## config.mk

```make
export PLATFORM = sky130hd
export DESIGN_NAME = pulse_sync_stretch
export DESIGN_NICKNAME = d
export VERILOG_FILES = /design/src/rtl/pulse_sync_stretch_pkg.sv /design/src/rtl/pulse_sync_stretch_ch.sv /design/src/rtl/pulse_sync_stretch.sv
export VERILOG_INCLUDE_DIRS = /design/src /design/src/rtl
export SDC_FILE = /design/constraint.sdc
export NUM_CORES = 1
export LEC_CHECK = 0
export ABC_AREA = 1
export BUFFER_PORTS_ARGS = -buffer_cell sky130_fd_sc_hd__buf_2
export CAP_MARGIN = 20
export CORE_MARGIN = 2
export CORE_UTILIZATION = 60
export DETAILED_ROUTE_END_ITERATION = 10
export PLACE_DENSITY_LB_ADDON = 0.08
export SYNTH_ARGS = -nofsm -noshare
export SYNTH_HDL_FRONTEND = slang
export SYNTH_SLANG_ARGS = --single-unit
export TNS_END_PERCENT = 50
```

## constraint.sdc

```tcl
create_clock -name CLK -period 2.07 [get_ports CLK]
set_clock_uncertainty 0.2 [all_clocks]
set_input_delay 0.3105 -clock CLK [delete_from_list [all_inputs] [get_ports CLK]]
set_output_delay 0.3105 -clock CLK [all_outputs]
set_load 0.03 [all_outputs]
```

## src/rtl/pulse_sync_stretch_defs.vh

```
// EDGE_MODE encodings shared by every file of the pulse_sync_stretch block.
`ifndef PULSE_SYNC_STRETCH_DEFS_VH
`define PULSE_SYNC_STRETCH_DEFS_VH
localparam logic [1:0] EDGE_RISE = 2'b00;
localparam logic [1:0] EDGE_FALL = 2'b01;
localparam logic [1:0] EDGE_BOTH = 2'b10;
localparam logic [1:0] EDGE_OFF  = 2'b11;
`endif

```

## src/rtl/pulse_sync_stretch_pkg.sv

```systemverilog
`default_nettype none
// ============================================================================
// Module   : pulse_sync_stretch_pkg
// Brief    : Edge-mode encodings and edge selection helper.
// Revision : 1.0 - initial release
// ============================================================================
package pulse_sync_stretch_pkg;

    `include "pulse_sync_stretch_defs.vh"

    function automatic logic edge_select(
        input logic [1:0] mode,
        input logic       rise,
        input logic       fall
    );
        logic sel;
        sel = 1'b0;
        case (mode)
            EDGE_RISE: sel = rise;
            EDGE_FALL: sel = fall;
            EDGE_BOTH: sel = rise | fall;
            default:   sel = 1'b0;
        endcase
        return sel;
    endfunction

endpackage
`default_nettype wire

```

## src/rtl/pulse_sync_stretch_ch.sv

```systemverilog
`default_nettype none
// ============================================================================
// Module   : pulse_sync_stretch_ch
// Brief    : One channel: synchroniser, edge select, hold-off, stretch, missed.
// Revision : 1.0 - initial release
// ============================================================================
module pulse_sync_stretch_ch
    import pulse_sync_stretch_pkg::*;
#(
    parameter int SYNC_STAGES = 3,
    parameter int CNT_WIDTH   = 8
) (
    input  logic                 i_clk,
    input  logic                 i_rst_n,
    input  logic                 i_armed,
    input  logic                 i_async,
    input  logic [1:0]           i_edge_mode,
    input  logic [CNT_WIDTH-1:0] i_holdoff,
    input  logic [CNT_WIDTH-1:0] i_stretch,
    input  logic                 i_missed_clr,
    output logic                 o_pulse,
    output logic                 o_stretch,
    output logic                 o_busy,
    output logic [CNT_WIDTH-1:0] o_missed
);

    localparam logic [CNT_WIDTH-1:0] c_ONE = CNT_WIDTH'(1);
    localparam logic [CNT_WIDTH-1:0] c_MAX = '1;

    logic [SYNC_STAGES-1:0] r_sync;
    logic                   r_prev;
    logic                   r_pulse;
    logic [CNT_WIDTH-1:0]   r_holdoff_cnt;
    logic [CNT_WIDTH-1:0]   r_stretch_cnt;
    logic [CNT_WIDTH-1:0]   r_missed;

    logic                   w_sy;
    logic                   w_event;
    logic                   w_accept;
    logic                   w_reject;
    logic [CNT_WIDTH-1:0]   w_stretch_load;

    assign w_sy           = r_sync[SYNC_STAGES-1];
    assign w_event        = i_armed & edge_select(i_edge_mode, w_sy & ~r_prev, ~w_sy & r_prev);
    assign w_accept       = w_event & (r_holdoff_cnt == '0);
    assign w_reject       = w_event & (r_holdoff_cnt != '0);
    assign w_stretch_load = (i_stretch == '0) ? c_ONE : i_stretch;

    always_ff @(posedge i_clk or negedge i_rst_n) begin
        if (!i_rst_n) begin
            r_sync        <= '0;
            r_prev        <= 1'b0;
            r_pulse       <= 1'b0;
            r_holdoff_cnt <= '0;
            r_stretch_cnt <= '0;
            r_missed      <= '0;
        end else begin
            r_sync  <= {r_sync[SYNC_STAGES-2:0], i_async};
            r_prev  <= w_sy;
            r_pulse <= w_accept;

            // A rejected event lets the running hold-off keep counting down.
            if (w_accept) begin
                r_holdoff_cnt <= i_holdoff;
            end else if (r_holdoff_cnt != '0) begin
                r_holdoff_cnt <= r_holdoff_cnt - c_ONE;
            end

            if (w_accept) begin
                r_stretch_cnt <= w_stretch_load;
            end else if (r_stretch_cnt != '0) begin
                r_stretch_cnt <= r_stretch_cnt - c_ONE;
            end

            // A clear coinciding with a rejection keeps that one event.
            if (i_missed_clr) begin
                r_missed <= w_reject ? c_ONE : '0;
            end else if (w_reject && (r_missed != c_MAX)) begin
                r_missed <= r_missed + c_ONE;
            end
        end
    end

    assign o_pulse   = r_pulse;
    assign o_stretch = (r_stretch_cnt != '0);
    assign o_busy    = (r_holdoff_cnt != '0);
    assign o_missed  = r_missed;

endmodule
`default_nettype wire

```

## src/rtl/pulse_sync_stretch.sv

```systemverilog
`default_nettype none
// ============================================================================
// Module   : pulse_sync_stretch
// Brief    : Multi-channel event synchroniser with hold-off and stretching.
// Revision : 1.0 - initial release
// ============================================================================
module pulse_sync_stretch
    import pulse_sync_stretch_pkg::*;
#(
    parameter int CHANNELS    = 4,
    parameter int SYNC_STAGES = 3,
    parameter int CNT_WIDTH   = 8
) (
    input  logic                          CLK,
    input  logic                          RST_N,
    input  logic [CHANNELS-1:0]           ASYNC_IN,
    input  logic [2*CHANNELS-1:0]         EDGE_MODE,
    input  logic [CNT_WIDTH-1:0]          HOLDOFF,
    input  logic [CNT_WIDTH-1:0]          STRETCH,
    input  logic                          MISSED_CLR,
    output logic [CHANNELS-1:0]           PULSE_OUT,
    output logic [CHANNELS-1:0]           STRETCH_OUT,
    output logic [CHANNELS-1:0]           BUSY,
    output logic [CHANNELS*CNT_WIDTH-1:0] MISSED_CNT
);

    localparam int                 c_ARM_W   = $clog2(SYNC_STAGES + 2);
    localparam logic [c_ARM_W-1:0] c_ARM_END = c_ARM_W'(SYNC_STAGES);
    localparam logic [c_ARM_W-1:0] c_ARM_ONE = c_ARM_W'(1);

    logic [c_ARM_W-1:0] r_arm_cnt;
    logic               r_armed;

    // Arms once the synchroniser history is filled, so stale levels never fire.
    always_ff @(posedge CLK or negedge RST_N) begin
        if (!RST_N) begin
            r_arm_cnt <= '0;
            r_armed   <= 1'b0;
        end else if (!r_armed) begin
            r_arm_cnt <= r_arm_cnt + c_ARM_ONE;
            r_armed   <= (r_arm_cnt == c_ARM_END);
        end
    end

    for (genvar c = 0; c < CHANNELS; c++) begin : g_ch
        pulse_sync_stretch_ch #(
            .SYNC_STAGES (SYNC_STAGES),
            .CNT_WIDTH   (CNT_WIDTH)
        ) u_ch (
            .i_clk        (CLK),
            .i_rst_n      (RST_N),
            .i_armed      (r_armed),
            .i_async      (ASYNC_IN[c]),
            .i_edge_mode  (EDGE_MODE[2*c +: 2]),
            .i_holdoff    (HOLDOFF),
            .i_stretch    (STRETCH),
            .i_missed_clr (MISSED_CLR),
            .o_pulse      (PULSE_OUT[c]),
            .o_stretch    (STRETCH_OUT[c]),
            .o_busy       (BUSY[c]),
            .o_missed     (MISSED_CNT[c*CNT_WIDTH +: CNT_WIDTH])
        );
    end

endmodule
`default_nettype wire

```

==> summary.md <==
| Metric | Value |
|---|---|
| Total power draw | 10.41 mW |
| Worst Path Required | 1.56 ns |
| Ys Warns | 0 |
| CTS root buf | clkbuf_16 |
| Final wirelength | 16720 um |
| Register bit count reported by yosys | 120 |
| CP arrival | 1.52 ns |
| Chip height | 114.4 um |
| Top FF cell, synth | dfrtp_1 |
| P_leak | 4.774 nW |
| Vias | 6363 |
| Crit path capture type | output port |
| Final core utilization | 0.7460 |
| Die span in x | 114.4 um |
| Pwr Density | 1167 nW/um^2 |
| Final HPWL DP | 11280 um |
| Critical path class | reg -> out |
| Worst path cell trace | inv_2 -> ha_4 -> nand2_2 -> nor2_4 -> nand2_4 -> buf_6 |
| Post-synthesis compound-gate area fraction | 0.04770 |
| Antenna Nets Post-Route | 0 |
| DRT iter0 DRCs | 519 |
| Global route overflow | 0 |
| Asr flop ratio synth | 1.000 |
| Initial core utilization | 0.6118 |
| Nets | 1131 |
| TritonCTS clock tree | done |
| Largest stage delay, worst path | 0.40 ns |
| Port Buffers | 74 |
| Remaining DRCs | 0 |
| Clock latency on the worst-skew pair | 0.43 ns |
| Cell Area, Synth | 7318 um^2 |
| First-pass GRT wire length | 27860 um |
| Final Cycle Share | 0.9787 |
| Post-Syn Instances | 957 |
| Synth Area in XOR/XNOR | 0.05027 |
| ANT cells | 0 |
| Clock sinks | 120 |
| CTS Buffer Depth | 2 |
| Seq/Total Area, Yosys | 0.4103 |
| Vias in the first global route | 6013 |
| Synth top area share | 0.4103 |
| R2R Path Start | g_ch[0].u_ch.r_holdoff_cnt[1] |
| Min Tclk post-route | 2.026 ns |
| Mux share of post-synthesis cell area | 0.001539 |
| Post-Layout Cell Count | 1234 |
| WL/cell | 13.55 um |
| Fillers | 933 |
| Post-synthesis adder-cell area fraction | 0.04445 |
| Num CTS Buffers | 17 |
| Synth top area cells | dfrtp_1, nand2_1, nand3_1 |
| Via density | 5.156 |
| Rows | 40 |
| Overall global routing resource usage | 0.2705 |
| Max_cap viols | 0 |
| Synth Net Count | 1014 |
| Crit path launch | g_ch[1].u_ch.r_holdoff_cnt[1] |
| EDFF count, synth | 0 |
| Max Clk Rate | 0.4936 GHz |
| Synth area leader | dfrtp_1 |
| DP Cell Count | 1164 |
| Hold Path Class | in -> reg |
| Ports | 75 |
| Worst Tran Pin Value | 0.4739 ns |
| Routability Congestion | 0.8802 |
| Die Footprint | 13100 um^2 |
| Initial antenna violation count | 0 |
| 1st-pass router iterations | 5 |
| Worst-path clk slew | 0.06 ns |
| Hold Startpoint | HOLDOFF[6] |
| Largest net degree at the start of global routing | 45 |
| Distinct cells, synth | 38 |
| Slew Limit Headroom | 0.6817 |
| Area added between synthesis and finish | 21.94% |
| Worst VDD drop | 531.4 uV |
| Largest family of logic cells by synthesized area | simple AND/OR/NAND/NOR gates |
| Count of endpoints failing setup in the final report | 0 |
| H-tree Lvls | 4 |
| Layout cells sized above 1 | 0.2190 |
| Outcome | completed |
| Worst Setup Start Kind | flip-flop |
| Slew Limit Fails | 0 |
| Setup TNS | 0 ns |
| Final Hold Fails | 0 |
| CP max-delay cell | dfrtp_1 |
| RSZ-0062 raised after global routing | yes |
| Mapped Avg Cell Area | 7.647 um^2 |
| Critical-path maximum fanout | 3 |
| Synth Area in Simple Gates | 0.3505 |
| Core Area | 11960 um^2 |
[Yosys cell counts (2+ instances only)]
cell      count
o21ai_0      32
nand3_2       3
or2_2        10
o21bai_1      4
nand2_2      12
o211ai_1      2
clkbuf_1      6
nor3_1        3
nor3b_1       8
nand4_1       5
ha_1         26
inv_2         9
buf_4        15
xnor2_1      11
a21oi_1      14
buf_2         2
inv_1       122
o21ai_2       3
xor2_1       31
dfrtp_1     120
nor2_4        7
nand3_4       3
nand4_4       4
buf_6         5
o21ai_1       3
nand2_4       5
nand2_1     269
nand3_1     121
nor2_1       89
nor2_2        5
[path summary, 6_finish.rpt]
kind	to	slack (ns)	cells after the start
setup / recovery	BUSY[1]	0.04	6
hold / removal	g_ch[0].u_ch.r_holdoff_cnt[6]	0.02	3
setup reg to reg	g_ch[0].u_ch.r_stretch_cnt[3]	0.10	12
hold reg to reg	g_ch[3].u_ch.r_sync[1]	0.15	0
max in group asynchronous	g_ch[2].u_ch.o_missed[6]	1.04	3
min in group asynchronous	g_ch[0].u_ch.r_sync[2]	0.11	2
[registers in the layout, indices dropped and copies added, names as in the netlist]
signal,count
g_ch.u_ch.r_prev,4
g_ch.u_ch.o_missed,32
r_arm_cnt,3
g_ch.u_ch.r_sync,12
r_armed,1
g_ch.u_ch.r_stretch_cnt,32
g_ch.u_ch.o_pulse,4
g_ch.u_ch.r_holdoff_cnt,32
[logic make-up after synthesis]
logic type                 Yosys count
DFF                                120
and+or+nand+nor                    547
buffers and inverters              160
adders and majority gates           26
AOI/OAI and AO/OA                   61
xor gates and xnor gates            42
muxes                                1
[final cells by class]
type | instances | area, um^2 | area share
Multi-Input combinational cell | 677 | 3701 | 0.4148
Tap cell | 147 | 183.9 | 0.02061
Inverter | 132 | 495.5 | 0.05552
Timing Repair Buffer | 126 | 922.1 | 0.1033
Clock inverter | 15 | 192.7 | 0.02159
Sequential cell | 120 | 3003 | 0.3365
Clock buffer | 17 | 425.4 | 0.04767
[repair_timing]
action                                 in CTS  in global routing
setup endpoints to repair                   7                 21
endpoints found under the hold margin     141                  0
pin swaps                                   8                 12
buffers inserted                            6                 17
resized for setup                          22                 33
hold buffers                               15                  0
[critical path: cells and delay by family, from the launching register on]
family | cells | cell delay (ns)
and+or+nand+nor | 3 | 0.30
adders and majority gates | 1 | 0.15
DFF | 1 | 0.40
buffers and inverters | 2 | 0.24
[power by group]
part	total, mW	switching (mW)	internal [mW]
Combinational	3.77	2.15	1.62
Clock	3.09	1.18	1.92
Sequential	3.54	0.504	3.04
Total	10.4	3.83	6.58
[cells in the final DEF (no fill, tap or decap), types with 3 or more instances in the layout]
cell / synthesis / routed
nand3_2: 3 / 4
o21bai_1: 4 / 4
nand2_1: 269 / 267
buf_2: 2 / 65
nand4_4: 4 / 4
nand2_4: 5 / 6
clkbuf_16: 0 / 17
buf_4: 15 / 33
clkinv_4: 0 / 5
or2_2: 10 / 10
nor2_2: 5 / 7
nor3b_1: 8 / 8
o21ai_0: 32 / 32
ha_1: 26 / 22
dfrtp_1: 120 / 120
o21ai_1: 3 / 3
nor2_1: 89 / 84
nand4_1: 5 / 5
xor2_1: 31 / 31
buf_12: 0 / 6
nand2_2: 12 / 13
buf_6: 5 / 7
bufinv_16: 0 / 3
nor2_4: 7 / 10
inv_2: 9 / 26
a21oi_1: 14 / 14
dlygate4sd3_1: 0 / 15
nor3_1: 3 / 3
nand3_1: 121 / 120
nand3_4: 3 / 3
inv_6: 0 / 5
inv_1: 122 / 105
xnor2_1: 11 / 11
ha_4: 0 / 3
o21ai_2: 3 / 3
[metal layers]
| layer | share of wire | GRT usage | up-vias | wire length (um) |
|---|---|---|---|---|
| met4 | 0.021 | 0.08049 | 0 | 346 |
| met1 | 0.44 | 0.3426 | 2939 | 7370 |
| li1 | - | - | 3231 | - |
| met5 | 0 | 0 | - | 0 |
| met2 | 0.49 | 0.4568 | 161 | 8197 |
| met3 | 0.048 | 0.07041 | 32 | 800 |
[stage by stage]
stage / area (um^2) / hold WS, ns / setup slack [ns]
2_1_floorplan: 7318 / -0.1851 / 0.2996
3_3_place_gp: 7841 / 0.02754 / 0.1960
3_5_place_dp: 7841 / 0.02675 / 0.1348
4_1_cts: 8720 / 0.01016 / -0.02328
5_1_grt: 8924 / 0.01698 / -0.03274
6_report: 8924 / 0.02389 / 0.04401
(Power assumes the default switching activity.)
